### config.mk
export PLATFORM = sky130hd
export DESIGN_NAME = alu_operand_sequencer
export DESIGN_NICKNAME = d
export VERILOG_FILES = /design/src/rtl/alu_operand_sequencer.sv
export SDC_FILE = /design/constraint.sdc
export NUM_CORES = 1
export LEC_CHECK = 0
export BUFFER_PORTS_ARGS = -buffer_cell sky130_fd_sc_hd__buf_4
export CORE_MARGIN = 10
export CORE_UTILIZATION = 30
export DETAILED_ROUTE_END_ITERATION = 12
export HOLD_SLACK_MARGIN = 0.02
export PLACE_DENSITY = 0.56
export SYNTH_ARGS = -nofsm -noshare
export SYNTH_HDL_FRONTEND = slang
export SYNTH_SLANG_ARGS = --single-unit
### constraint.sdc
create_clock -name clk -period 2.98 [get_ports clk]
set_clock_uncertainty 0.1 [all_clocks]
set_input_delay 0.298 -clock clk [delete_from_list [all_inputs] [get_ports clk]]
set_output_delay 0.298 -clock clk [all_outputs]
set_load 0.005 [all_outputs]
### src/rtl/alu_operand_sequencer.sv
`default_nettype none
// ============================================================================
//  Module   : alu_operand_sequencer
//  Purpose  : Collects signed operands A, B and an opcode from board switches,
//             one item per debounced LOAD press. Presents the completed set,
//             held stable, to downstream ALU units with a valid/ack handshake.
//             Sequence: WAIT_A -> WAIT_B -> WAIT_OP -> READY.
//  Ports    : clk            system clock (rising edge)
//             rst            asynchronous active-high reset
//             sw_data        operand switches [WIDTH-1:0]
//             sw_op          opcode switches [OP_W-1:0]
//             btn_load       raw LOAD button (asynchronous)
//             btn_clear      raw CLEAR button (asynchronous)
//             result_ack     downstream consumed the operand set (level)
//             A, B, OP       captured operands / opcode
//             operands_valid operand set complete and stable (registered)
//             stage          FSM state for LEDs (00 A, 01 B, 10 OP, 11 READY)
//  Revision : 1.0  initial release
// ============================================================================
module alu_operand_sequencer #(
    parameter int WIDTH       = 6,
    parameter int OP_W        = 2,
    parameter int SYNC_STAGES = 2,
    parameter int DB_CYCLES   = 4
) (
    input  logic             clk,
    input  logic             rst,
    input  logic [WIDTH-1:0] sw_data,
    input  logic [OP_W-1:0]  sw_op,
    input  logic             btn_load,
    input  logic             btn_clear,
    input  logic             result_ack,
    output logic [WIDTH-1:0] A,
    output logic [WIDTH-1:0] B,
    output logic [OP_W-1:0]  OP,
    output logic             operands_valid,
    output logic [1:0]       stage
);

    localparam int CNT_W = $clog2(DB_CYCLES + 1);
    localparam logic [CNT_W-1:0] c_DB_MAX = CNT_W'(DB_CYCLES);

    typedef enum logic [1:0] {
        S_WAIT_A  = 2'b00,
        S_WAIT_B  = 2'b01,
        S_WAIT_OP = 2'b10,
        S_READY   = 2'b11
    } state_t;

    // index 0 = load, index 1 = clear
    logic [1:0] w_btn_raw;
    logic [1:0] w_press;

    assign w_btn_raw = {btn_clear, btn_load};

    // ------------------------------------------------------------------
    // Button conditioning: synchronizer + saturating debounce counter.
    // The press pulse is decoded combinationally from the counter value
    // one below saturation, so it is consumed on the very edge the
    // counter saturates. Saturation then blocks further pulses until the
    // synced level drops and clears the counter.
    // ------------------------------------------------------------------
    for (genvar gi = 0; gi < 2; gi++) begin : g_btn
        logic [SYNC_STAGES-1:0] r_sync;
        logic [CNT_W-1:0]       r_cnt;
        logic                   w_level;

        assign w_level = r_sync[SYNC_STAGES-1];

        always_ff @(posedge clk or posedge rst) begin
            if (rst) begin
                r_sync <= '0;
                r_cnt  <= '0;
            end else begin
                r_sync <= {r_sync[SYNC_STAGES-2:0], w_btn_raw[gi]};
                if (!w_level) begin
                    r_cnt <= '0;
                end else if (r_cnt != c_DB_MAX) begin
                    r_cnt <= r_cnt + 1'b1;
                end
            end
        end

        assign w_press[gi] = w_level && (r_cnt == (c_DB_MAX - 1'b1));
    end

    logic w_load;
    logic w_clr;

    assign w_load = w_press[0];
    assign w_clr  = w_press[1];

    // ------------------------------------------------------------------
    // Sequence FSM
    // ------------------------------------------------------------------
    state_t r_state;
    state_t w_state_next;

    always_ff @(posedge clk or posedge rst) begin
        if (rst) begin
            r_state <= S_WAIT_A;
        end else begin
            r_state <= w_state_next;
        end
    end

    always_comb begin
        w_state_next = r_state;
        if (w_clr) begin
            // clear wins over a coincident load pulse or ack
            w_state_next = S_WAIT_A;
        end else begin
            case (r_state)
                S_WAIT_A:  if (w_load)     w_state_next = S_WAIT_B;
                S_WAIT_B:  if (w_load)     w_state_next = S_WAIT_OP;
                S_WAIT_OP: if (w_load)     w_state_next = S_READY;
                S_READY:   if (result_ack) w_state_next = S_WAIT_A;
                default:                   w_state_next = S_WAIT_A;
            endcase
        end
    end

    // ------------------------------------------------------------------
    // Operand capture. Values persist after the ack so the ALU result
    // stays displayable until the next sequence overwrites them.
    // ------------------------------------------------------------------
    logic [WIDTH-1:0] r_a;
    logic [WIDTH-1:0] r_b;
    logic [OP_W-1:0]  r_op;
    logic             r_valid;

    always_ff @(posedge clk or posedge rst) begin
        if (rst) begin
            r_a     <= '0;
            r_b     <= '0;
            r_op    <= '0;
            r_valid <= 1'b0;
        end else begin
            r_valid <= (w_state_next == S_READY);
            if (w_clr) begin
                r_a  <= '0;
                r_b  <= '0;
                r_op <= '0;
            end else if (w_load) begin
                case (r_state)
                    S_WAIT_A:  r_a  <= sw_data;
                    S_WAIT_B:  r_b  <= sw_data;
                    S_WAIT_OP: r_op <= sw_op;
                    default:   ;
                endcase
            end
        end
    end

    assign A              = r_a;
    assign B              = r_b;
    assign OP             = r_op;
    assign operands_valid = r_valid;
    assign stage          = r_state;

endmodule
`default_nettype wire

==> results_dict.tcl, run 1 <==
set metrics [dict create \
    post_cts_buffers 0 \
    cp-start-kind "register" \
    clk_pin_slew_ps 90 \
    ant_nets 0 \
    fill_cells 431 \
    ios 30 \
    crit_type "register to register" \
    fin_cells 193 \
    clk_latency_ps 270 \
    crit_required_ps 3030 \
    die_w_um 87.6 \
    rsz0062_at_grt "no" \
    setup-violations-final 0 \
    cp.depth 4 \
    cts_buffer_depth 2 \
    core_um2 4380 \
    synth-seq-cells 27 \
    postSynthNetCount 131 \
    num_vias 947 \
    drive_gt1_frac 0.390 \
    critPathMaxStageDelay_ps 740 \
    grt_pass1_vias 1025 \
    crit_path_top_delay_cell "ha_1" \
    maxSlewViolCount 0 \
    cts_sinks 27 \
    leakagePower_nw 0.869 \
    rr_endpoint "OP[0]$_DFFE_PP0P_" \
    period_share 0.701 \
    synth_top_area_frac 0.493 \
    max-cap-violations 0 \
    synth_area_um2 1370 \
    status "completed" \
    layout_common_cells "buf_4, dfrtp_1, a21bo_2" \
    yosysWarnings 0 \
    r2r_start "g_btn[1].r_cnt[0]$_DFFE_PP0P_" \
    grt_usage 0.0758 \
    pwr_density_cell_nw_per_um2 763 \
    crit_start "g_btn[1].r_cnt[0]$_DFFE_PP0P_" \
    port_buffers 29 \
    start_util 0.312 \
    grt_max_degree 28 \
    crit_buf_inv 0 \
    route.detailed.drc 0 \
    grt_overflow 0 \
    seq_area_frac_synth 0.493 \
    cts-resized-gates 0 \
    yosysTopAreaCell "dfrtp_1" \
    worst-path-max-fanout 25 \
    cts_buffers 3 \
    final_cell_area_um2 1680 \
    syn_avg_cell_area_um2 12.2 \
    regArea_um2 676 \
    dpl.cell_count 187 \
    die_h_um 87.6 \
    grt_antenna_before_repair 0 \
    r2r_cells 4 \
    rrSetupSlack_ps 890 \
    cp_top_family "adder cells" \
    first_pass_iters 2 \
    antenna_cells 0 \
    first_iter_violations 42 \
    wire_per_inst_um 15.4 \
    arrival_ps 2140 \
    htree_levels 1 \
    die-area_um2 7670 \
    routabilityCongestion 0.659 \
    placed_area_um2 1620 \
    slew_headroom 0.323 \
    dp_hpwl_mm 2.17 \
    path_cells "ha_1, ha_1, a21boi_0, mux2_1" \
    worst_pin_slew_ps 1010 \
    final_nets 161 \
    rows 24 \
    cts_tree "done" \
    crit_end "OP[0]$_DFFE_PP0P_" \
    hold-worst-slack_ps 171 \
    end_kind "register" \
    root_buffer "clkbuf_8" \
    multi_input_area_um2 621 \
    max_freq_mhz 479 \
    power_mw 1.28 \
    path_common_cell "ha_1" \
    finalCriticalPeriod_ps 2090 \
    tns_ps 0 \
    syn2layout_area_growth_pct 22.8 \
    finalHoldViolations 0 \
    hp-class "primary input to async pin" \
    grt_pass1_wl_mm 4.77 \
    irDropWorstVdd_mv 0.331 \
    final_common_cell "buf_4" \
    routed_via_density 4.91 \
    wl_mm 2.96 \
    syn_inst 112 \
    synth_cell_type_count 22 \
    synth_area_leaders "dfrtp_1, a21bo_2, mux2i_1" \
]
what timing repair did:
| action | 4_1_cts | 5_1_grt |
|---|---|---|
| endpoints found under the hold margin | 0 | 2 |
| hold buffers | 0 | 2 |
| endpoints found under the setup margin | 0 | 0 |
sequential cells by signal (all words and copies together) (netlist names):
register	count
B	6
operands_valid	1
A	6
g_btn.r_cnt	6
stage	2
OP	2
g_btn.r_sync	4
how the worst min path moves through the flow:
stage	end	slack, ps	cells after the start
after floorplan	g_btn[0].r_sync[0]$_DFF_PP0_	230	0
after global placement	g_btn[1].r_sync[1]$_DFF_PP0_	230	0
after detailed placement	g_btn[0].r_sync[1]$_DFF_PP0_	240	0
after CTS	g_btn[0].r_sync[0]$_DFF_PP0_	30	1
after global routing	stage[1]$_DFF_PP0_	220	3
final	g_btn[1].r_sync[0]$_DFF_PP0_	170	2
cells by family (layout without fill, tap and decap cells):
family	Yosys count	count (layout)	synth area share
flip-flops	27	27	0.493
multiplexers	14	14	0.104
AND/OR/NAND/NOR	12	12	0.0630
AO/OA/AOI/OAI	37	37	0.231
adder cells (fa/ha/maj)	6	6	0.0548
buffers and inverters	16	45	0.0539
layout make-up:
type	instances	share of cell area
Timing Repair Buffer	31	0.141
Sequential cell	27	0.401
Clock buffer	3	0.0245
Clock inverter	1	0.00297
Multi-Input combinational cell	69	0.369
Inverter	10	0.0223
Tap cell	52	0.0387
per-stage QoR:
stage	worst slack (ps)	utilization
6_report	892	0.384
5_1_grt	710	0.384
3_5_place_dp	904	0.369
3_3_place_gp	1070	0.369
2_1_floorplan	1440	-
4_1_cts	882	0.379
synth_stat cells, drive strengths merged:
cell / instances
nand2b: 1
a221oi: 1
mux2i: 12
dfrtp: 27
and4b: 1
nand4b: 1
ha: 6
a21boi: 4
a21o: 2
nand2: 2
a21bo: 21
nor3b: 1
and4bb: 1
mux2: 2
a32o: 1
nand3: 4
a22oi: 1
buf: 6
a21oi: 7
nand3b: 1
inv: 10
layer usage:
| metal | up-vias | track usage | wire [um] |
|---|---|---|---|
| met1 | 472 | 0.0885 | 1290 |
| met4 | 0 | 0.0174 | 14 |
| li1 | 457 | - | - |
| met2 | 16 | 0.133 | 1530 |
| met5 | - | 0 | 0 |
| met3 | 2 | 0.0223 | 132 |
power by group:
part / switching (mW) / internal (mW)
combinational: 0.183 / 0.315
clock: 0.113 / 0.0935
sequential: 0.0945 / 0.484
total: 0.391 / 0.893
No activity file was read; power rests on OpenSTA's default activity.
==> run 2, diff against run 1 <==
- ABC_AREA: not set -> 1
- PLACE_DENSITY: 0.56 -> 0.59
- clock period: 2.98 -> 1.8 ns (I/O delays scaled with it)
==> run 2 against run 1 <==
Net effect: cell area decreased by 7.4%; flip-flop and latch count unchanged; setup slack lost 580 ps; power rose by 62%.
==> results_dict.tcl, run 2 <==
set metrics [dict create \
    rsz0062_at_grt "no" \
    die-area_um2 6910 \
    tns_ps 0 \
    worst-path-max-fanout 7 \
    route.detailed.drc 0 \
    final_nets 193 \
    end_kind "register" \
    async_reset_ff_frac 1.00 \
    htree_levels 1 \
    cts-resized-gates 0 \
    syn2layout_area_growth_pct 30.2 \
    drt-met1-wl_mm 1.17 \
    period_share 0.827 \
    synth_cell_type_count 13 \
    ant_nets 0 \
    root_buffer "clkbuf_8" \
    grt_max_degree 28 \
    port_buffers 29 \
    cts_buffer_depth 2 \
    yosysTopAreaCell "dfrtp_1" \
    rows 22 \
    first_pass_iters 4 \
    postSynthNetCount 155 \
    wire_per_inst_um 11.6 \
    clk_pin_slew_ps 90 \
    synth-seq-cells 27 \
    routed_via_density 4.32 \
    die_h_um 83.1 \
    power_mw 2.08 \
    finalCriticalPeriod_ps 1490 \
    wl_met2_mm 1.24 \
    cts_buffers 3 \
    arrival_ps 1610 \
    status "completed" \
    drive_gt1_frac 0.260 \
    first_iter_violations 25 \
    syn_avg_cell_area_um2 8.80 \
    synth_area_um2 1200 \
    syn_inst 136 \
    maxSlewViolCount 0 \
    wl_mm 2.57 \
    crit_type "register to register" \
    core_um2 3770 \
    yosysMostFrequentCell "nand2_1" \
    setup-violations-final 0 \
    grt_usage 0.0746 \
    antenna_cells 0 \
    routabilityCongestion 0.827 \
    worst_pin_slew_ps 335 \
    synth_top_area_frac 0.565 \
    irDropWorstVdd_mv 0.610 \
    synth_area_leaders "dfrtp_1, nand2_1, ha_1" \
    layout_common_cells "nand2_1, buf_4, dfrtp_1" \
    pwr_density_cell_nw_per_um2 1340 \
    dp_hpwl_mm 2.10 \
    die_w_um 83.1 \
    clk_latency_ps 270 \
    leakagePower_nw 0.853 \
    max_freq_mhz 672 \
    wl_met3_um 89 \
    start_util 0.317 \
    synth_edf_count 0 \
    seq_area_frac_synth 0.565 \
    max-cap-violations 0 \
    crit_required_ps 1920 \
    cp-start-kind "register" \
    cts_sinks 27 \
    finalHoldViolations 0 \
    grt_overflow 0 \
    num_vias 954 \
    yosysWarnings 0 \
    slew_headroom 0.777 \
    grt_antenna_before_repair 0 \
    final_common_cell "nand2_1" \
    hold-worst-slack_ps 67.9 \
    ios 30 \
    dr.max_layer_used "met4" \
    synth-main-ff-cell "dfrtp_1" \
    hp-class "primary input to register" \
    synth_common_cells "nand2_1, dfrtp_1, inv_1" \
    grt_pass1_wl_mm 4.41 \
    cts_tree "done" \
    grt_pass1_vias 968 \
]
## run 2: worst max-delay path, cell delays in order (launching register included)
cell and delay, ps:
dfrtp_1 390, ha_1 210, ha_1 190, nand2_2 120
inv_1 120, nor2_1 160, nand2_1 80, nand2_1 70
## run 2: kinds of logic (layout without fill, tap and decap cells)
group / Yosys count / after routing / share of synthesized area
buffers and inverters: 20 / 57 / 0.0628
AND/OR/NAND/NOR: 75 / 75 / 0.274
flip-flops: 27 / 27 / 0.565
AO/OA/AOI/OAI: 8 / 8 / 0.0356
adder cells (fa/ha/maj): 6 / 6 / 0.0628
## run 2: timing repair
item,4_1_cts,5_1_grt
buffers inserted,0,0
setup endpoints to repair,0,0
endpoints found under the hold margin,29,0
hold buffers,3,0
## run 2: final timing paths
path | cells after the start | end | slack (ps) | start
min | 3 | OP[0]$_DFFE_PP0P_ | 70 | sw_op[0]
min in group asynchronous | 4 | A[0]$_DFFE_PP0P_ | 420 | rst
max reg2reg | 7 | B[3]$_DFFE_PP0P_ | 310 | g_btn[1].r_cnt[0]$_DFFE_PP0P_
max in group asynchronous | 4 | stage[1]$_DFF_PP0_ | 930 | rst
min reg2reg | 0 | g_btn[1].r_sync[1]$_DFF_PP0_ | 250 | g_btn[1].r_sync[0]$_DFF_PP0_
max | 7 | B[3]$_DFFE_PP0P_ | 310 | g_btn[1].r_cnt[0]$_DFFE_PP0P_
## run 2: layout make-up
cell class	count	area (um^2)
clock buffers	3	41.3
multi-input cells	89	445
clock inverters	1	5.00
flip-flops and latches	27	676
fillers	379	2210
well taps	48	60.1
repair buffers	33	255
inverters	20	75.1
## run 2: report_power, final
part	switching [mW]	total, mW	internal [mW]
registers	0.149	0.975	0.827
clock network	0.189	0.344	0.155
logic	0.376	0.762	0.386
## run 2: per-stage QoR
stage / utilization / area (um^2) / setup slack [ps] / cells
2_1_floorplan: - / 1200 / 455 / 136
3_3_place_gp: 0.393 / 1480 / 334 / 214
3_5_place_dp: 0.393 / 1480 / 314 / 214
4_1_cts: 0.413 / 1560 / 292 / 221
5_1_grt: 0.413 / 1560 / 134 / 221
6_report: 0.413 / 1560 / 311 / 221
## run 2: per-layer routing
metal  up-vias  track usage
met5         -            0
met3         6       0.0186
li1        489            -
met1       442       0.0896
met2        17        0.122
met4         0       0.0338
